File: src/rtl/wb_stage_pkg.sv
// Shared types for the MEM->WB stage buffer: occupancy state, entry layout, default widths.
package wb_stage_pkg;

  localparam int DATA_W_DEF    = 32;
  localparam int REG_IDX_W_DEF = 5;
  localparam int REG_ZERO      = 0;

  typedef enum logic [1:0] {
    OCC_EMPTY = 2'd0,
    OCC_ONE   = 2'd1,
    OCC_TWO   = 2'd2
  } occ_e;

  typedef struct packed {
    logic                     rd_e;
    logic [REG_IDX_W_DEF-1:0] rd_idx;
    logic [DATA_W_DEF-1:0]    rd_data;
  } entry_t;

endpackage

File: src/rtl/wb_stage_slot.sv
// One entry register with valid bit; clear wins over load, reset zeroes the payload.
module wb_stage_slot
  import wb_stage_pkg::*;
#(
  parameter int W = $bits(entry_t)
) (
  input  logic         clk_in,
  input  logic         rst_in,
  input  logic         clr_in,
  input  logic         ld_in,
  input  logic [W-1:0] dat_in,
  output logic         vld_out,
  output logic [W-1:0] dat_out
);

  logic         vld_q, vld_d;
  logic [W-1:0] dat_q, dat_d;

  always_comb begin
    vld_d = vld_q;
    dat_d = dat_q;
    if (clr_in) begin
      vld_d = 1'b0;
    end else if (ld_in) begin
      vld_d = 1'b1;
      dat_d = dat_in;
    end
  end

  always_ff @(posedge clk_in) begin
    if (rst_in) begin
      vld_q <= 1'b0;
      dat_q <= '0;
    end else begin
      vld_q <= vld_d;
      dat_q <= dat_d;
    end
  end

  assign vld_out = vld_q;
  assign dat_out = dat_q;

endmodule

File: src/rtl/wb_stage_buf.sv
// MEM->WB stage register with valid/ready, flush and optional skid slot (WB_STAGE_SKID_EN).
// Latency: 1 cycle from input accept to output present.
// Backpressure: skid build registers in_ready = (occ != 2); default build in_ready = !out_valid | out_ready.
module wb_stage_buf
  import wb_stage_pkg::*;
#(
  parameter int DATA_W    = DATA_W_DEF,
  parameter int REG_IDX_W = REG_IDX_W_DEF
) (
  input  logic                 clk_in,
  input  logic                 rst_in,
  input  logic                 flush_in,
  input  logic                 in_valid,
  output logic                 in_ready,
  input  logic                 rdE_in,
  input  logic [REG_IDX_W-1:0] rdIdx_in,
  input  logic [DATA_W-1:0]    rdData_in,
  output logic                 out_valid,
  input  logic                 out_ready,
  output logic                 rdE_out,
  output logic [REG_IDX_W-1:0] rdIdx_out,
  output logic [DATA_W-1:0]    rdData_out,
  output logic [1:0]           occ_out
);

  typedef struct packed {
    logic                 rd_e;
    logic [REG_IDX_W-1:0] rd_idx;
    logic [DATA_W-1:0]    rd_data;
  } ent_t;

  localparam int ENT_W = $bits(ent_t);

  occ_e occ_q, occ_d;
  ent_t in_ent, m_ent, m_nxt;
  logic m_vld, m_ld, m_clr;
  logic in_fire, out_fire;

  // x0 writes are killed here so WB never needs to special-case them.
  always_comb begin
    in_ent.rd_e    = rdE_in & (rdIdx_in != REG_IDX_W'(REG_ZERO));
    in_ent.rd_idx  = rdIdx_in;
    in_ent.rd_data = rdData_in;
  end

`ifdef WB_STAGE_SKID_EN
  ent_t s_ent;
  logic s_vld, s_ld, s_clr, m_from_s;

  assign in_ready = (occ_q != OCC_TWO);
  assign m_nxt    = m_from_s ? s_ent : in_ent;

  wb_stage_slot #(.W(ENT_W)) u_slot_s (
    .clk_in  (clk_in),
    .rst_in  (rst_in),
    .clr_in  (s_clr),
    .ld_in   (s_ld),
    .dat_in  (in_ent),
    .vld_out (s_vld),
    .dat_out (s_ent)
  );
`else
  assign in_ready = !out_valid | out_ready;
  assign m_nxt    = in_ent;
`endif

  assign in_fire  = in_valid & in_ready;
  assign out_fire = out_valid & out_ready;

  always_comb begin
    occ_d = occ_q;
    m_ld  = 1'b0;
    m_clr = 1'b0;
`ifdef WB_STAGE_SKID_EN
    s_ld     = 1'b0;
    s_clr    = 1'b0;
    m_from_s = 1'b0;
`endif
    if (flush_in) begin
      occ_d = OCC_EMPTY;
      m_clr = 1'b1;
`ifdef WB_STAGE_SKID_EN
      s_clr = 1'b1;
`endif
    end else begin
      unique case (occ_q)
        OCC_EMPTY: begin
          if (in_fire) begin
            occ_d = OCC_ONE;
            m_ld  = 1'b1;
          end
        end
        OCC_ONE: begin
          if (in_fire && out_fire) begin
            m_ld = 1'b1;
          end else if (out_fire) begin
            occ_d = OCC_EMPTY;
            m_clr = 1'b1;
`ifdef WB_STAGE_SKID_EN
          end else if (in_fire) begin
            occ_d = OCC_TWO;
            s_ld  = 1'b1;
`endif
          end
        end
        OCC_TWO: begin
`ifdef WB_STAGE_SKID_EN
          // in_ready was low, so only the skid entry can move forward.
          if (out_fire && s_vld) begin
            occ_d    = OCC_ONE;
            m_ld     = 1'b1;
            m_from_s = 1'b1;
            s_clr    = 1'b1;
          end
`endif
        end
        default: occ_d = OCC_EMPTY;
      endcase
    end
  end

  always_ff @(posedge clk_in) begin
    if (rst_in) occ_q <= OCC_EMPTY;
    else        occ_q <= occ_d;
  end

  wb_stage_slot #(.W(ENT_W)) u_slot_m (
    .clk_in  (clk_in),
    .rst_in  (rst_in),
    .clr_in  (m_clr),
    .ld_in   (m_ld),
    .dat_in  (m_nxt),
    .vld_out (m_vld),
    .dat_out (m_ent)
  );

  assign out_valid  = m_vld;
  assign rdE_out    = m_ent.rd_e & m_vld;
  assign rdIdx_out  = m_ent.rd_idx;
  assign rdData_out = m_ent.rd_data;
  assign occ_out    = occ_q;

endmodule

File: config.mk
export PLATFORM = sky130hd
export DESIGN_NAME = wb_stage_buf
export DESIGN_NICKNAME = d
export VERILOG_FILES = /design/src/rtl/wb_stage_pkg.sv /design/src/rtl/wb_stage_slot.sv /design/src/rtl/wb_stage_buf.sv
export SDC_FILE = /design/constraint.sdc
export NUM_CORES = 1
export LEC_CHECK = 0
export CORE_ASPECT_RATIO = 1.25
export CORE_UTILIZATION = 38
export DETAILED_ROUTE_END_ITERATION = 12
export GPL_TIMING_DRIVEN = 0
export PLACE_DENSITY = 0.72
export SLEW_MARGIN = 30
export SYNTH_ARGS = -nofsm -noshare
export SYNTH_HDL_FRONTEND = slang
export SYNTH_SLANG_ARGS = --single-unit
File: constraint.sdc
create_clock -name clk_in -period 2.1 [get_ports clk_in]
set_clock_uncertainty 0.2 [all_clocks]
set_input_delay 0.315 -clock clk_in [delete_from_list [all_inputs] [get_ports clk_in]]
set_output_delay 0.315 -clock clk_in [all_outputs]
set_load 0.02 [all_outputs]
==> metrics.cfg, run 1 <==
[placed_design]
dp_hpwl_um = 3120
dpl_cell_area_um2 = 2880
portBuffers = 83
preCtsSetupSlack_ns = 0.0450
globalplace.congestion = 0.694

[grt]
grt_usage = 0.155
overflow = 0
antenna_found_initial = 0
grt_pass1_vias = 1519
grt_start_max_net_pins = 12
grt_pass1_wl_um = 6440

[hold_path]
min_from = u_slot_m.dat_out[35]$_SDFFE_PP0P_
worstHoldPathType = flop to flop

[setup_path]
cp-start-kind = primary input
cp_top_family = buffers and inverters
worst-path-max-fanout = 4
arrival_ns = 1.54
worstPathRequired_ns = 1.58
max_stage_delay_ns = 0.59
r2r-start = u_slot_m.vld_out$_SDFFE_PP0P_
path_class = primary input to output pin
crit_top_cell = clkdlybuf4s50_1
crit_path_start = out_ready
path_depth = 4
path_buf_inv = 3
end_kind = output pin
cp_slowest_cell = clkdlybuf4s50_1
r2r_cells = 5
regToRegSetupSlack_ns = 0.56
path_cells = clkdlybuf4s50_1, nor2b_4, inv_2, clkdlybuf4s50_1
reg2reg_to = u_slot_m.dat_out[4]$_SDFFE_PP0P_
crit_path_end = in_ready

[floorplanning]
dieArea_um2 = 5480
rows = 28
fp.dieH_um = 82.5
initial_core_util = 0.405
core-area_um2 = 4870
io_pins = 85
fp.dieW_um = 66.4

[clock_tree]
cts_root_buffer = clkbuf_8
cts-hold-fix-buffers = 0
clockBufferDepth = 2
cts_tree = yes
cts_resized = 0
ctsHtreeMaxLevel = 2
cts_made_buffers = 5
clk_latency_ns = 0.29
clkSinkCount = 40
cts_setup_buffers = 0
clk_pin_slew_ns = 0.07

[finish]
n_fill_cell = 466
layout.nets = 355
layout-drive-gt1-share = 0.173
area_delta_synth_final_pct = 50.1
fin_area_um2 = 2960
antenna_cells = 0

[logic_synthesis]
synth_top_cell_area_share = 0.406
ys_top_cells_by_area = dfxtp_1 (41%), mux2i_1 (19%), buf_4 (14%)
synthTopCellsByCount = nand2_1 (74), dfxtp_1 (40), buf_4 (38), mux2i_1 (37), clkbuf_1 (7)
synth_seq_cells = 40
synth_cell_types = 24
syn_nets = 265
yosysTopAreaCell = dfxtp_1
async_reset_ff_frac = 0
syn_area_per_cell_um2 = 8.88
synth.most_common_cell = nand2_1
synth_ff_type = dfxtp_1
synth_area_um2 = 1970
ys_seq_area_frac = 0.406
synthesis.instances = 222
yosysWarnings = 0
synth_edf_count = 0

[timing]
final.setup.worst_slack_ns = 0.0417
finalMaxSlewViolations = 0
fin_crit_ns = 2.06
setup_viol = 0
hold_violations = 0
rsz0062_at_grt = false
fin_crit_sh = 0.980
finalSetupTns_ns = 0
fmax_mhz = 486

[outcome]
status = finished clean

[power]
irDropWorstVdd_v = 0.000325
p_leak_nw = 1.24
p_per_area_nw_per_um2 = 575

[run]
cap_violations = 0

[route]
routed_wl_um = 4120
wl_per_cell_um = 11.1
drt_first_iter_violations = 30
vias_per_cell = 4.40
drc = 0
dr.pass1.iters = 4
vias = 1637
ant_nets = 0

power breakdown:
part	switching (W)	total, W	leakage [nW]	internal (W)
Sequential	0.0000206	0.000819	0.327	0.000799
Clock	0.000258	0.000484	0.0410	0.000226
Combinational	0.000162	0.000398	0.868	0.000236
worst min-delay path, cell delays in order, from the launching register on:
cell,delay [ns]
dfxtp_1,0.31
nand2_1,0.05
mux2i_1,0.05
metal layers:
layer,GRT usage,wire [um],share of wire,up-vias
li1,-,-,-,850
met1,0.171,1810,0.44,729
met2,0.280,1960,0.48,52
met3,0.0467,278,0.068,6
met4,0.0574,63,0.015,0
met5,0,0,0,-
final cells by class:
type,instances,area (um^2),share of cell area
well taps,60,75.1,0.0254
clock inverters,1,5.00,0.00169
clock buffers,6,72.6,0.0245
inverters,3,11.3,0.00381
flip-flops and latches,40,802,0.271
repair buffers,83,833,0.282
plain buffers,50,388,0.131
multi-input cells,129,771,0.261
registers in the layout, indices dropped and copies added, names as in the netlist:
signal / count
occ_out: 1
u_slot_m.dat_out: 38
u_slot_m.vld_out: 1
placed cells by master (no fill, tap or decap), drive strengths merged, types with 2 or more instances in the layout:
master	synthesis	layout
nor2b	2	2
nand2	74	74
inv	3	3
buf	43	43
clkbuf	7	13
nor2	2	2
dfxtp	40	40
nand2b	2	2
o21ai	2	2
or4	2	2
mux2i	37	37
clkdlybuf4s50	0	82
per-stage QoR:
stage / hold WS (ns) / utilization / total power (W) / cells
after floorplan: 0.193 / - / 0.00106 / 222
after global placement: 0.243 / 0.591 / 0.00123 / 365
after detailed placement: 0.250 / 0.591 / 0.00124 / 365
after CTS: 0.262 / 0.607 / 0.00173 / 372
after global routing: 0.277 / 0.607 / 0.00178 / 372
final: 0.259 / 0.607 / 0.00170 / 372
worst min path at each step:
stage | slack [ns] | cells past startpoint | endpoint
final | 0.26 | 2 | u_slot_m.dat_out[35]$_SDFFE_PP0P_
after global routing | 0.28 | 2 | u_slot_m.dat_out[35]$_SDFFE_PP0P_
after CTS | 0.26 | 2 | u_slot_m.dat_out[3]$_SDFFE_PP0P_
after detailed placement | 0.25 | 2 | u_slot_m.dat_out[19]$_SDFFE_PP0P_
after global placement | 0.24 | 2 | u_slot_m.dat_out[30]$_SDFFE_PP0P_
after floorplan | 0.19 | 1 | occ_out[0]$_SDFFE_PP0P_
cells by family after synthesis:
kind of cell,share of synthesized area
AO/OA/AOI/OAI,0.0165
buffers and inverters,0.203
flip-flops,0.406
multiplexers,0.188
other,0.00190
AND/OR/NAND/NOR,0.185
(Power assumes the default switching activity.)
==> run 2: changes to the inputs <==
--- a/config.mk
+++ b/config.mk
@@ -10,6 +10,7 @@
 export DETAILED_ROUTE_END_ITERATION = 12
 export GPL_TIMING_DRIVEN = 0
 export PLACE_DENSITY = 0.72
+export SETUP_SLACK_MARGIN = 0.5
 export SLEW_MARGIN = 30
 export SYNTH_ARGS = -nofsm -noshare
 export SYNTH_HDL_FRONTEND = slang
==> metrics.cfg, run 2 (synthesis gave the netlist of run 1 again) <==
[timing]
fmax_mhz = 639
finalSetupTns_ns = 0
hold_violations = 0
setup_viol = 0
finalMaxSlewViolations = 0
fin_crit_sh = 0.746
rsz0062_at_grt = true
fin_crit_ns = 1.57

[finish]
n_fill_cell = 457
area_delta_synth_final_pct = 53.3
mostFrequentLayoutCell = nand2_1
utilization = 0.621
layout_common_cells = nand2_1 (74), buf_4 (40), clkdlybuf4s50_1 (39), dfxtp_1 (39), mux2i_1 (36)
multi_input_area_um2 = 788
largest_register_ffs = 38
antenna_cells = 0
seqCellArea_um2 = 805
layout.nets = 359
layout-drive-gt1-share = 0.215

[floorplanning]
fp.dieW_um = 66.4
fp.dieH_um = 82.5
io_pins = 85
rows = 28
core-area_um2 = 4870
dieArea_um2 = 5480
initial_core_util = 0.405

[setup_path]
path_buf_inv = 2
max_stage_delay_ns = 0.34
arrival_ns = 1.05
path_class = flop to output pin
cp-start-kind = flop
regToRegSetupSlack_ns = 0.55
cp_slowest_cell = dfxtp_1
cp_top_family = buffers and inverters
end_kind = output pin
worst-path-max-fanout = 2
worstPathRequired_ns = 1.58
path_cells = buf_4, dlygate4sd2_1

[route]
drc = 0
ant_nets = 0
drt_first_iter_violations = 35
vias = 1647
dr.pass1.iters = 4
wl_per_cell_um = 11.1
vias_per_cell = 4.38
routed_wl_um = 4180

[grt]
overflow = 0
antenna_found_initial = 0
grt_usage = 0.157
grt_pass1_wl_um = 6510
grt_pass1_vias = 1529
grt_start_max_net_pins = 12

[power]
p_leak_nw = 1.39
irDropWorstVdd_v = 0.000323
p_per_area_nw_per_um2 = 561

[hold_path]
worstHoldPathType = primary input to flop

[placed_design]
portBuffers = 83
dp_hpwl_um = 3120
globalplace.congestion = 0.694

[clock_tree]
cts_root_buffer = clkbuf_8
cts_tree = yes
cts-hold-fix-buffers = 0
cts_made_buffers = 5
clockBufferDepth = 2
clk_latency_ns = 0.29
clkSinkCount = 40
clk_pin_slew_ns = 0.07
ctsHtreeMaxLevel = 2

[run]
cap_violations = 0

[outcome]
status = finished clean

==> run 2: what timing repair did <==
action,CTS,global route
buffers inserted,1,2
pin swaps,0,1
cloned,0,1
endpoints found under the setup margin,78,57
resized for setup,53,39
==> run 2: path summary, 6_finish.rpt <==
kind                                                        start                                 to  depth (start not counted)
worst max register to register      u_slot_m.vld_out$_SDFFE_PP0P_  u_slot_m.dat_out[37]$_SDFFE_PP0P_                          4
worst max-delay path            u_slot_m.dat_out[21]$_SDFFE_PP0P_                     rdData_out[21]                          2
worst min register to register   u_slot_m.dat_out[3]$_SDFFE_PP0P_   u_slot_m.dat_out[3]$_SDFFE_PP0P_                          2
worst min-delay path                                     flush_in            occ_out[0]$_SDFFE_PP0P_                          2
==> run 2: report_power, final <==
part / internal (W) / switching, W
Clock: 0.000226 / 0.000256
Sequential: 0.000798 / 0.0000206
Combinational: 0.000229 / 0.000166
Total: 0.00125 / 0.000442
==> run 2: routing by layer <==
layer | GRT usage | vias to the layer above | share of wire
met2 | 0.282 | 54 | 0.49
met4 | 0.0574 | 0 | 0.015
met1 | 0.176 | 726 | 0.43
met5 | 0 | - | 0
li1 | - | 861 | -
met3 | 0.0453 | 6 | 0.067
==> run 2: through the flow <==
| stage | hold slack [ns] | setup slack [ns] | std cells | instance area, um^2 | total power, W |
|---|---|---|---|---|---|
| after floorplan | 0.193 | 0.556 | 222 | 1970 | 0.00106 |
| after global placement | 0.243 | 0.0442 | 365 | 2880 | 0.00123 |
| after detailed placement | 0.250 | 0.0450 | 365 | 2880 | 0.00124 |
| after CTS | 0.262 | 0.343 | 373 | 2930 | 0.00170 |
| after global routing | 0.0851 | 0.475 | 376 | 3020 | 0.00177 |
| final | 0.0740 | 0.534 | 376 | 3020 | 0.00170 |
==> run 2: final cells by class <==
class                           count  share of cell area
Clock inverter                      1             0.00166
Tap cell                           60              0.0248
Timing Repair Buffer               87               0.284
Clock buffer                        6              0.0240
Inverter                            3             0.00373
Sequential cell                    40               0.266
Multi-Input combinational cell    129               0.261
Buffer                             50               0.135
==> run 3: changes to the inputs <==
==> constraint.sdc (replaced) <==
create_clock -name clk_in -period 1.5 [get_ports clk_in]
set_clock_uncertainty 0.2 [all_clocks]
set_input_delay 0.225 -clock clk_in [delete_from_list [all_inputs] [get_ports clk_in]]
set_output_delay 0.225 -clock clk_in [all_outputs]
set_load 0.02 [all_outputs]
==> metrics.cfg, run 3 (synthesis gave the netlist of run 1 again) <==
[outcome]
status = finished with violations
failed_checks = negative setup slack

[grt]
overflow = 0
grt_start_max_net_pins = 13
grt_pass1_wl_um = 7130
grt_usage = 0.171
antenna_found_initial = 0
grt_pass1_vias = 1582

[floorplanning]
rows = 28
fp.dieW_um = 66.4
initial_core_util = 0.405
core-area_um2 = 4870
io_pins = 85
dieArea_um2 = 5480
fp.dieH_um = 82.5

[timing]
setup_viol = 4
fmax_mhz = 662
fin_crit_ns = 1.51
fin_crit_sh = 1.01
finalMaxSlewViolations = 0
final.setup.worst_slack_ns = -0.0114
rsz0062_at_grt = true
hold_violations = 0
finalSetupTns_ns = -0.0262

[hold_path]
holdPathStages = 2
worstHoldPathType = primary input to flop
min_from = flush_in
min_to = u_slot_m.vld_out$_SDFFE_PP0P_

[finish]
area_delta_synth_final_pct = 70.9
largest_register_ffs = 38
instances_no_fill = 385
utilization = 0.692
n_fill_cell = 408
fin_area_um2 = 3370
layout_common_cells = buf_6 (83), nand2_1 (74), mux2i_1 (37), dfxtp_2 (37), clkdlybuf4s50_1 (36)
antenna_cells = 0
layout.nets = 367
mostFrequentLayoutCell = buf_6
layout-drive-gt1-share = 0.486

[clock_tree]
cts-hold-fix-buffers = 0
clockBufferDepth = 2
cts_tree = yes
clk_pin_slew_ns = 0.08
clkSinkCount = 40
cts_made_buffers = 5
clk_latency_ns = 0.28
cts_root_buffer = clkbuf_8
ctsHtreeMaxLevel = 2

[placed_design]
dp.cells = 365
dpl_cell_area_um2 = 2890
preCtsSetupSlack_ns = -0.488
portBuffers = 83
dp_hpwl_um = 3000
globalplace.congestion = 0.640

[route]
drc = 0
dr.pass1.iters = 4
wl_per_cell_um = 11.5
ant_nets = 0
vias_per_cell = 4.38
routed_wl_um = 4450
vias = 1687
drt_first_iter_violations = 52

[power]
irDropWorstVdd_v = 0.000424
p_per_area_nw_per_um2 = 747
p_leak_nw = 1.47

[setup_path]
r2r-start = u_slot_m.vld_out$_SDFFE_PP0P_
end_kind = flop
arrival_ns = 1.52
regToRegSetupSlack_ns = -0.01
worstPathRequired_ns = 1.51
worst-path-max-fanout = 10
r2r_cells = 6
cp-start-kind = flop
reg2reg_to = u_slot_m.dat_out[28]$_SDFFE_PP0P_
path_class = flop to flop

[run]
cap_violations = 0

run 3: changes by cell type in the layout (fill, tap and decap cells not counted), moves of 3 or more:
cell	previous run	this run
buf_4	40	10
clkdlybuf4s15_1	20	0
clkbuf_4	5	1
dfxtp_2	0	37
buf_6	1	83
dfxtp_1	39	1
clkdlybuf4s50_1	39	36
dlygate4sd2_1	21	6
clkbuf_1	1	4
run 3: through the flow:
| step | total power (W) | hold WS (ns) |
|---|---|---|
| floorplan | 0.00148 | 0.0932 |
| global placement | 0.00173 | 0.242 |
| detailed placement | 0.00174 | 0.247 |
| CTS | 0.00253 | 0.0551 |
| global route | 0.00264 | 0.111 |
| finish | 0.00251 | 0.104 |
run 3: layout make-up:
cell class,instances,area (um^2),share of cell area
Buffer,50,538,0.160
Clock buffer,7,76.3,0.0227
Clock inverter,1,8.76,0.00260
Inverter,3,11.3,0.00334
Multi-Input combinational cell,129,825,0.245
Sequential cell,40,855,0.254
Tap cell,60,75.1,0.0223
Timing Repair Buffer,95,980,0.291
run 3: critical path, stage by stage (launching register included):
cell,delay (ns)
dfxtp_4,0.36
nor2b_4,0.13
buf_6,0.12
nor3_4,0.11
buf_6,0.18
buf_12,0.15
mux2i_1,0.19
run 3: per-layer routing:
layer	track usage	wire length, um	share of wire
met5	0	0	0
met1	0.189	1820	0.41
met2	0.319	2300	0.52
met4	0.0447	40	0.0090
met3	0.0481	293	0.066
run 3: repair_timing:
| action | in CTS | in global routing |
|---|---|---|
| setup endpoints to repair | 81 | 81 |
| buffers inserted | 6 | 6 |
| pin swaps | 3 | 2 |
| gates resized for setup | 339 | 9 |
run 3: how the worst max path moves through the flow:
stage	from	endpoint	slack, ns	depth (start not counted)
finish	u_slot_m.vld_out$_SDFFE_PP0P_	u_slot_m.dat_out[28]$_SDFFE_PP0P_	-0.01	6
global route	u_slot_m.vld_out$_SDFFE_PP0P_	u_slot_m.dat_out[29]$_SDFFE_PP0P_	-0.09	6
CTS	u_slot_m.vld_out$_SDFFE_PP0P_	u_slot_m.dat_out[2]$_SDFFE_PP0P_	-0.02	6
detailed placement	rst_in	u_slot_m.dat_out[24]$_SDFFE_PP0P_	-0.49	6
global placement	rst_in	u_slot_m.dat_out[2]$_SDFFE_PP0P_	-0.45	6
floorplan	occ_out[0]$_SDFFE_PP0P_	u_slot_m.dat_out[0]$_SDFFE_PP0P_	0.09	5
run 3: report_power, final:
group	internal, W	switching, W	total [W]
registers	0.00113	0.0000389	0.00117
logic	0.000400	0.000255	0.000655
clock network	0.000332	0.000362	0.000695
